File: src/rtl/sram_arb_pkg.sv
// Shared widths, FSM encoding, read-tag layout and the round-robin picker
// used by the SRAM port arbiter.
package sram_arb_pkg;

  localparam int SRAM_ADDR_W = 18;
  localparam int SRAM_DATA_W = 32;
  localparam int MAX_REQ     = 4;
  localparam int IDX_W       = 2;

  typedef enum logic {
    ST_IDLE = 1'b0,
    ST_OWN  = 1'b1
  } arb_state_t;

  typedef struct packed {
    logic             valid;
    logic [IDX_W-1:0] idx;
  } rd_tag_t;

  // First set bit of vec at or after start, wrapping modulo n.
  function automatic logic [IDX_W-1:0] rr_pick(
    input logic [MAX_REQ-1:0] vec,
    input logic [IDX_W-1:0]   start,
    input int                 n
  );
    logic [IDX_W-1:0] pick;
    logic [IDX_W-1:0] cand;
    int               j;
    pick = start;
    for (int k = MAX_REQ - 1; k >= 0; k--) begin
      if (k < n) begin
        j = int'(start) + k;
        if (j >= n) j = j - n;
        cand = IDX_W'(j);
        if (vec[cand]) pick = cand;
      end
    end
    return pick;
  endfunction

endpackage

File: src/rtl/sram_port_arbiter_if.sv
// Requester-side bundle of the SRAM port arbiter: packed per-requester
// commands in, pause / shared read data / per-requester read strobe out.
interface sram_port_arbiter_if #(
  parameter int NUM_REQ = 4
);

  logic [NUM_REQ-1:0]                           req;
  logic [NUM_REQ-1:0]                           req_wren;
  logic [NUM_REQ*sram_arb_pkg::SRAM_ADDR_W-1:0] req_address;
  logic [NUM_REQ*sram_arb_pkg::SRAM_DATA_W-1:0] req_data_write;
  logic [NUM_REQ-1:0]                           pause;
  logic [sram_arb_pkg::SRAM_DATA_W-1:0]         rd_data;
  logic [NUM_REQ-1:0]                           rd_valid;

  modport master (
    output req, req_wren, req_address, req_data_write,
    input  pause, rd_data, rd_valid
  );

  modport slave (
    input  req, req_wren, req_address, req_data_write,
    output pause, rd_data, rd_valid
  );

endinterface

File: src/rtl/sram_arb_tag_pipe.sv
// Read-tag delay line: READ_LATENCY+1 stages of {valid, requester index};
// the last stage marks the cycle a read's data is presented to its requester.
module sram_arb_tag_pipe
  import sram_arb_pkg::*;
#(
  parameter int READ_LATENCY = 2
) (
  input  logic             clk,
  input  logic             reset,
  input  logic             push,
  input  logic [IDX_W-1:0] push_idx,
  output logic             capture,
  output rd_tag_t          head
);

  rd_tag_t stage [READ_LATENCY+1];

  always_ff @(posedge clk) begin
    if (reset) begin
      for (int j = 0; j <= READ_LATENCY; j++) stage[j] <= '0;
    end else begin
      stage[0] <= '{valid: push, idx: push_idx};
      for (int j = 1; j <= READ_LATENCY; j++) stage[j] <= stage[j-1];
    end
  end

  // SRAM data is sampled on the edge that moves a tag into the last stage.
  assign capture = stage[READ_LATENCY-1].valid;
  assign head    = stage[READ_LATENCY];

endmodule

File: src/rtl/sram_port_arbiter.sv
// Round-robin owner of the shared SRAM port with registered pins and tagged
// read return. Optional burst limit: define SRAM_ARB_BURST_LIMIT_EN.
//
// state   | meaning
// ST_IDLE | no owner; owner holds the last owner for round-robin order
// ST_OWN  | requester "owner" holds the port and issues commands
module sram_port_arbiter
  import sram_arb_pkg::*;
#(
  parameter int NUM_REQ      = 4,
  parameter int READ_LATENCY = 2,
  parameter int MAX_BURST    = 64
) (
  input  logic                   clk,
  input  logic                   reset,
  sram_port_arbiter_if.slave     bus,
  output logic                   sram_wren,
  output logic [SRAM_ADDR_W-1:0] sram_address,
  output logic [SRAM_DATA_W-1:0] sram_data_write,
  input  logic [SRAM_DATA_W-1:0] sram_data_read
);

  arb_state_t             state;
  logic [IDX_W-1:0]       owner;
  logic [NUM_REQ-1:0]     pause_q;
  logic [SRAM_DATA_W-1:0] rd_data_q;

  logic [MAX_REQ-1:0]     req_pad;
  logic [MAX_REQ-1:0]     wren_pad;
  logic [MAX_REQ-1:0]     pause_pad;
  logic [MAX_REQ-1:0]     cand;
  logic [MAX_REQ-1:0]     rd_valid_pad;
  logic [IDX_W-1:0]       start_idx;
  logic [IDX_W-1:0]       nxt;
  logic [NUM_REQ-1:0]     grant_pause;
  logic [SRAM_ADDR_W-1:0] sel_address;
  logic [SRAM_DATA_W-1:0] sel_data;
  logic                   sel_wren;
  logic                   owner_req;
  logic                   any_cand;
  logic                   cmd;
  logic                   burst_term;
  logic                   grant;
  logic                   release_idle;
  logic                   capture;
  rd_tag_t                head;

  always_comb begin
    req_pad                 = '0;
    req_pad[NUM_REQ-1:0]    = bus.req;
    wren_pad                = '0;
    wren_pad[NUM_REQ-1:0]   = bus.req_wren;
    pause_pad               = '1;
    pause_pad[NUM_REQ-1:0]  = pause_q;

    owner_req   = req_pad[owner];
    sel_wren    = wren_pad[owner];
    sel_address = bus.req_address[int'(owner)*SRAM_ADDR_W +: SRAM_ADDR_W];
    sel_data    = bus.req_data_write[int'(owner)*SRAM_DATA_W +: SRAM_DATA_W];
    cmd         = (state == ST_OWN) && owner_req && !pause_pad[owner];

    // While owning, the current owner is excluded so a forced rotation
    // cannot hand the port straight back to it.
    cand = req_pad;
    if (state == ST_OWN) cand[owner] = 1'b0;
    start_idx = (int'(owner) == NUM_REQ - 1) ? '0 : owner + 1'b1;
    nxt       = rr_pick(cand, start_idx, NUM_REQ);
    any_cand  = |cand;

    grant_pause = '1;
    for (int i = 0; i < NUM_REQ; i++) grant_pause[i] = (IDX_W'(i) != nxt);

    grant = any_cand &&
            ((state == ST_IDLE) || ((state == ST_OWN) && (!owner_req || burst_term)));
    release_idle = (state == ST_OWN) && !owner_req && !any_cand;
  end

`ifdef SRAM_ARB_BURST_LIMIT_EN
  localparam int BURST_W = (MAX_BURST > 1) ? $clog2(MAX_BURST) : 1;

  logic [BURST_W-1:0] burst_left;

  assign burst_term = cmd && (burst_left == '0);

  always_ff @(posedge clk) begin
    if (reset) begin
      burst_left <= BURST_W'(MAX_BURST - 1);
    end else if (grant || burst_term) begin
      burst_left <= BURST_W'(MAX_BURST - 1);
    end else if (cmd) begin
      burst_left <= burst_left - 1'b1;
    end
  end
`else
  // Never asserts for a legal MAX_BURST: ownership ends only when req drops.
  assign burst_term = (MAX_BURST < 1);
`endif

  always_ff @(posedge clk) begin
    if (reset) begin
      state           <= ST_IDLE;
      owner           <= IDX_W'(NUM_REQ - 1);
      pause_q         <= '1;
      sram_wren       <= 1'b0;
      sram_address    <= '0;
      sram_data_write <= '0;
    end else begin
      sram_wren <= cmd && sel_wren;
      if (cmd) begin
        sram_address    <= sel_address;
        sram_data_write <= sel_data;
      end
      if (grant) begin
        state   <= ST_OWN;
        owner   <= nxt;
        pause_q <= grant_pause;
      end else if (release_idle) begin
        state   <= ST_IDLE;
        pause_q <= '1;
      end
    end
  end

  sram_arb_tag_pipe #(
    .READ_LATENCY(READ_LATENCY)
  ) u_tag_pipe (
    .clk      (clk),
    .reset    (reset),
    .push     (cmd && !sel_wren),
    .push_idx (owner),
    .capture  (capture),
    .head     (head)
  );

  always_ff @(posedge clk) begin
    if (reset) begin
      rd_data_q <= '0;
    end else if (capture) begin
      rd_data_q <= sram_data_read;
    end
  end

  always_comb begin
    rd_valid_pad = '0;
    if (head.valid) rd_valid_pad[head.idx] = 1'b1;
  end

  assign bus.pause    = pause_q;
  assign bus.rd_data  = rd_data_q;
  assign bus.rd_valid = rd_valid_pad[NUM_REQ-1:0];

endmodule
File: src/flat_wrapper.sv
// flat-port wrapper written by rule: the top's interface ports become plain ports
module sram_port_arbiter_flat import sram_arb_pkg::*;
#(
  parameter int NUM_REQ      = 4,
  parameter int READ_LATENCY = 2,
  parameter int MAX_BURST    = 64
)
  (clk, reset, sram_wren, sram_address, sram_data_write, sram_data_read, bus_req, bus_req_wren, bus_req_address, bus_req_data_write, bus_pause, bus_rd_data, bus_rd_valid);
  sram_port_arbiter_if #(.NUM_REQ(NUM_REQ)) bus_i ();
  input  logic clk;
  input  logic reset;
  output logic sram_wren;
  output logic [SRAM_ADDR_W-1:0] sram_address;
  output logic [SRAM_DATA_W-1:0] sram_data_write;
  input  logic [SRAM_DATA_W-1:0] sram_data_read;
  input wire logic [$bits(bus_i.req)-1:0] bus_req;
  input wire logic [$bits(bus_i.req_wren)-1:0] bus_req_wren;
  input wire logic [$bits(bus_i.req_address)-1:0] bus_req_address;
  input wire logic [$bits(bus_i.req_data_write)-1:0] bus_req_data_write;
  output wire logic [$bits(bus_i.pause)-1:0] bus_pause;
  output wire logic [$bits(bus_i.rd_data)-1:0] bus_rd_data;
  output wire logic [$bits(bus_i.rd_valid)-1:0] bus_rd_valid;
  assign bus_i.req = bus_req;
  assign bus_i.req_wren = bus_req_wren;
  assign bus_i.req_address = bus_req_address;
  assign bus_i.req_data_write = bus_req_data_write;
  assign bus_pause = bus_i.pause;
  assign bus_rd_data = bus_i.rd_data;
  assign bus_rd_valid = bus_i.rd_valid;
  sram_port_arbiter #(.NUM_REQ(NUM_REQ), .READ_LATENCY(READ_LATENCY), .MAX_BURST(MAX_BURST)) u_core (.clk(clk), .reset(reset), .bus(bus_i), .sram_wren(sram_wren), .sram_address(sram_address), .sram_data_write(sram_data_write), .sram_data_read(sram_data_read));
endmodule
File: config.mk
export PLATFORM = sky130hd
export DESIGN_NAME = sram_port_arbiter_flat
export DESIGN_NICKNAME = d
export VERILOG_FILES = /design/src/rtl/sram_arb_pkg.sv /design/src/rtl/sram_port_arbiter_if.sv /design/src/rtl/sram_arb_tag_pipe.sv /design/src/rtl/sram_port_arbiter.sv /design/src/flat_wrapper.sv
export SDC_FILE = /design/constraint.sdc
export NUM_CORES = 1
export LEC_CHECK = 0
export ABC_CLOCK_PERIOD_IN_PS = 6700
export BUFFER_PORTS_ARGS = -buffer_cell sky130_fd_sc_hd__buf_4
export CAP_MARGIN = 10
export CORE_AREA = 3 3 129 131
export DETAILED_ROUTE_END_ITERATION = 7
export DIE_AREA = 0 0 132 134
export GPL_TIMING_DRIVEN = 0
export PLACE_DENSITY_LB_ADDON = 0.15
export SETUP_SLACK_MARGIN = 0.2
export SLEW_MARGIN = 20
export SYNTH_ARGS = -nofsm -noshare
export SYNTH_HDL_FRONTEND = slang
export SYNTH_HIERARCHICAL = 1
export SYNTH_SLANG_ARGS = --single-unit
File: constraint.sdc
create_clock -name clk -period 6.7 [get_ports clk]
set_input_delay 1.005 -clock clk [delete_from_list [all_inputs] [get_ports clk]]
set_output_delay 1.005 -clock clk [all_outputs]
set_load 0.005 [all_outputs]
# Yosys cells after proc, flatten, opt, wreduce, memory -nomap -nowiden
# Memories as Yosys holds them, arrays and structs flattened.
# Cells that the tools add are included.
[word_totals]
ff_bits = 90
output_inout_bits = 91
inputBits = 242
n_memories = 1
mem_bits_rw = 9
word_cells = 97
[memory_table]
columns = ["memory", "words", "word_bits", "rd", "rd_ports_with_merged_regs", "write_ports", "line", "text"]
rows = [
  ["u_core.u_tag_pipe.stage", 3, 3, 3, 0, 3, "sram_arb_tag_pipe.sv:16", "rd_tag_t stage [READ_LATENCY+1];"],
]
[op_classes]
multipliers = 1
n_reduce_logical = 17
n_shift = 2
mux = 39
n_eq_ne = 4
bitwise = 6
add_sub_neg = 8
magnitude_cmp = 12
[ops]
columns = ["operator", "n"]
rows = [
  ["$shiftx 128x8->32", 1],
  ["$shiftx 72x32->18", 1],
  ["$lt 2x3->1 const B", 6],
  ["$mux 2", 9],
  ["$mux 4", 4],
  ["$bmux 1 s2", 7],
  ["$mux 1", 14],
  ["$ge 3x3->1 const B", 3],
  ["$logic_and 1x1->1", 9],
  ["$mux 3", 3],
  ["$sub 2x1->2 const B", 4],
  ["$add 2x2->3 const B", 2],
  ["$mul 2x4->6 const B", 1],
  ["$and 4x4->4", 1],
  ["$demux 1 s2", 2],
  ["$ge 2x1->1 const B", 2],
  ["$logic_not 1->1", 4],
  ["$ne 2x2->1 const A", 2],
  ["$not 4->4", 1],
  ["$reduce_bool 2->1", 2],
  ["$reduce_or 4->1", 1],
  ["$add 2x1->3 const B", 1],
  ["$ge 2x3->1 const B", 1],
  ["$or 1x1->1", 3],
  ["5 further kinds", 5],
]

# Logic depth before layout (Yosys ltp)
[logic_depth]
ltp_word = 15
mapped_depth = 9
depth_no_buf = 7

# Modules after synthesis
# Netlist, hierarchy kept.
[by_module_without_submodules]
columns = ["module", "seq_area_each_um2", "area_per_inst_um2", "cells_per_inst", "instances"]
rows = [
  ["sram_port_arbiter", 1801.7, 4738.3, 466, 1],
  ["sram_arb_tag_pipe", 180.2, 259.0, 21, 1],
]

# Worst setup path before layout
# No wires, ideal clock.
[synth_path]
kind = "input-to-reg"
startpoint = "in bus_req[3]"
endpoint = "reg u_core.pause_q[0], in the netlist u_core/bus.pause[0]"
path_buffers = 1
arrival_ps = 2336
path_slack_ps = 4243
stages = 6
setup_ps = 122
cell_sequence = "clkbuf_2 > mux4_2 > inv_2 > a21oi_2 > or2_4 > o32a_1"
[synth_between]
elab_chain_len = 10
[synth_rtl]
columns = ["item", "line", "text"]
rows = [
  ["start: declaration", "flat_wrapper.sv:16", "input wire logic [$bits(bus_i.req)-1:0] bus_req;"],
  ["$and 4x4->4 (no source line)", "n/a", ""],
  ["$mux 4", "sram_port_arbiter.sv:65", "if (state == ST_OWN) cand[owner] = 1'b0;"],
  ["$bmux 1 s2", "sram_arb_pkg.sv:35", "if (vec[cand]) pick = cand;"],
  ["$mux 1 (not written as such)", "sram_arb_pkg.sv:35", ""],
  ["$mux 2 (4 in series)", "sram_arb_pkg.sv:35", ""],
  ["$reduce_bool 2->1", "sram_port_arbiter.sv:71", "for (int i = 0; i < NUM_REQ; i++) grant_pause[i] = (IDX_W'(i) != nxt);"],
  ["$mux 4", "sram_port_arbiter.sv:113", "if (grant) begin"],
  ["end signal: assignment", "sram_port_arbiter.sv:116", "pause_q <= grant_pause;"],
  ["end: declaration", "sram_port_arbiter.sv:25", "logic [NUM_REQ-1:0] pause_q;"],
]
# Parallel ways exist; a longest one is shown, timed or not. The select of a mux whose other input is x is not followed.
# A chain may end at the register's enable or synchronous reset.

# Worst setup path after layout
[layout_path]
startpoint = "reg u_core.owner[1]"
endpoint = "reg u_core.pause_q[0], in the netlist u_core/bus.pause[0]"
[layout_between]
elab_chain_len = 15
[layout_rtl]
columns = ["item", "line", "text"]
rows = [
  ["start: declaration", "sram_port_arbiter.sv:24", "logic [IDX_W-1:0] owner;"],
  ["start signal: assignment", "sram_port_arbiter.sv:102", "owner <= IDX_W'(NUM_REQ - 1);"],
  ["start signal: assignment", "sram_port_arbiter.sv:115", "owner <= nxt;"],
  ["branches (longest 15 deep; another with $add 2x2->3)", "n/a", ""],
]
# Several ways; the timed one is not identified. The select of a mux whose other input is x is not followed.

==> metrics.cfg <==
[layout]
diodes = 0
post-route-util_pct = 51.3
fin_cells = 1050
fin_nets = 1075
area_growth_pct = 61.3
layout-drive-gt1-share_pct = 50.8

[sta]
setup_ws_ns = 3.60
slew_viol_final = 0
setup_viol = 0
fin_crit_ns = 3.10
worst_pin_slew_ns = 0.810
report.final.hold_viol_count = 0
slew_headroom_pct = 45.3
period_share_pct = 46.3
fin_tns_setup_ns = 0
rsz0062_at_grt = no
skew_ns = 0.00516
fmax_mhz = 322
holdWs_ns = 0.437

[placement]
placed_cells = 1034
dpl_worst_slack_ns = 3.65
hpwl_um = 15300
port_buffers = 331
globalplace.congestion = 0.839

[drt]
detail-route-antenna-nets = 0
drc = 0
dr.pass1.iters = 4
routed_wl_um = 18400
viasPerCell = 4.74
routedWlPerCell_um = 17.5
drt_iter0_drc = 236
dr_total_vias = 4973

[critical_path]
cp.arrival_ns = 3.34
r2r_setup_slack_ns = 3.60
worstSetupStartpoint = u_core/owner[1]
endpoint = u_core/bus.pause[0]
rr_startpoint = u_core/owner[1]
startpoint_type = flip-flop
worstSetupEndpointType = flip-flop
rr_worst_depth = 9
critPathMaxFanout = 10
cp.required_ns = 6.94
crit_type = reg -> reg
rr_endpoint = u_core/bus.pause[0]

[global_route]
grt_max_degree = 19
overflow = 0
grt_pass1_wl_um = 28300
grt_pass1_vias = 5388
antenna_found_initial = 0
grtUsageTotal_pct = 20.2

[logic_synthesis]
postSynthNetCount = 733
avgSynthCellArea_um2 = 10.3
async_reset_ff_share_pct = 0
synth_top_area_share_pct = 39.7
synthCells = 487
syn-cell-area_mm2 = 0.00500
synth_edf_count = 0
yosys_warnings = 6
ys_seq_area_share_pct = 39.7
synthFlopType = dfxtp_1
ys_seq_elements = 99
ys_top_cells_by_area = dfxtp_1 40%, mux4_2 24%, nand2_1 7.8%, mux2i_1 6.4%, a21oi_1 5.4%
yosysTopAreaCell = dfxtp_1
synthDistinctLibCells = 43

[hold_path]
min_path_type = reg -> reg

[job]
maxCapViolCount = 0

[floorplan]
design.die.area_mm2 = 0.0177
ios = 333
fp.dieW_um = 132
coreArea_mm2 = 0.0157
initial_core_util_pct = 31.8
num_rows = 46
fp.dieH_um = 134

[clock_tree]
clkTransAtPathRegs_ns = 0.07
post_cts_buffers = 0
cts_tree = done
ctsResizeCount = 0
htreeDepth = 3
cts_buffers = 9
cts_buffer_depth = 2
cts.sinks = 99
root_buffer = clkbuf_16
hold_buffers = 0
insertion_delay_ns = 0.35

[pwr]
ir_drop_uv = 122
power_density_mw_per_mm2 = 252
leakage_nw = 3.48

[run_status]
status = completed

## how the worst min path moves through the flow
stage,start,endpoint,slack [ns],cells past startpoint
detailed placement,u_core/u_tag_pipe/stage[0][1],u_core/u_tag_pipe/stage[0][4],0.42,1
CTS,u_core/u_tag_pipe/stage[0][1],u_core/u_tag_pipe/stage[0][4],0.44,1
finish,u_core/u_tag_pipe/stage[0][1],u_core/u_tag_pipe/stage[0][4],0.44,1
global route,u_core/u_tag_pipe/stage[0][1],u_core/u_tag_pipe/stage[0][4],0.45,1
floorplan,u_core/u_tag_pipe/stage[0][0],u_core/u_tag_pipe/stage[0][3],0.41,1
global placement,u_core/u_tag_pipe/stage[0][1],u_core/u_tag_pipe/stage[0][4],0.42,1
## sequential cells by signal (all words and copies together) (netlist names)
signal	flops
u_core/bus.pause	4
u_core/bus.rd_data	32
u_core/owner	2
u_core/sram_address	18
u_core/sram_data_write	32
u_core/sram_wren	1
u_core/state	1
u_core/u_tag_pipe/stage	9
## power by group
part / internal [mW] / switching, mW
Combinational: 0.452 / 0.373
Sequential: 0.631 / 0.0310
Clock: 0.296 / 0.246
## layout by cell type, fill, tap and decap left out, drive strengths merged, types with 2 or more instances in the layout
master  instances
a21boi          5
a21oi          55
and3            2
buf           352
clkbuf         30
clkinv          2
dfxtp          99
ha              4
inv             9
mux2i          32
mux4           53
nand2         105
nand2b          5
nor2           41
nor2b          10
nor3b           2
o21ai           3
o32a            4
or2             3
## final cells by class
type                       count  area [um2]
buffer                        42         228
clock buffer                   9         225
timing repair buffer         331        2480
sequential                    99        1980
inverter                       6        22.5
fill                        1488        7650
tap                          216         270
clock inverter                 7        83.8
multi-input combinational    340        2770
## worst max-delay path, cell delays in order, from the launching register on
cell,delay [ns]
dfxtp_1,0.40
buf_6,0.20
clkbuf_1,0.51
inv_1,0.14
ha_1,0.22
a21boi_0,0.46
a21oi_1,0.15
o21ai_0,0.30
o21ai_0,0.23
o32a_1,0.37
## logic make-up (layout without fill, tap and decap cells)
logic type               Yosys count  in the layout  share of synthesized area [%]
AO/OA/AOI/OAI                     80             80                           9.59
flip-flops                        99             99                           39.7
adder cells (fa/ha/maj)            4              4                           1.00
multiplexers                      86             86                           30.5
AND/OR/NAND/NOR                  170            170                           14.2
buffers and inverters             48            395                           5.01
## layer usage
metal  track usage [%]  wire length, um  vias to the layer above
met1              23.0             7070                     2290
met4              7.99              487                        0
met3              5.48             1420                       31
li1                  -                -                     2416
met2              36.3             9430                      236
met5                 0                0                        -
## per-stage QoR
step	cell area [um2]	power, mW
final	8060	2.03
after global routing	8060	2.15
after CTS	8060	2.06
after detailed placement	7750	1.51
after global placement	7750	1.49
after floorplan	5000	1.21
## synthesized netlist by cell type, types with 2 or more instances
cell and number:
nand2_1 104, dfxtp_1 99, a21oi_1 54, mux4_2 53, nor2_1 40, mux2i_1 32, clkbuf_1 20, nor2b_1 10
buf_2 7, buf_6 6, a21boi_0 5, inv_1 5, nand2b_1 5, buf_1 4, buf_4 4, ha_1 4
o32a_1 4, o21ai_0 3, and3_1 2, nor3b_1 2, or2_1 2
No activity file was read; power rests on OpenSTA's default activity.
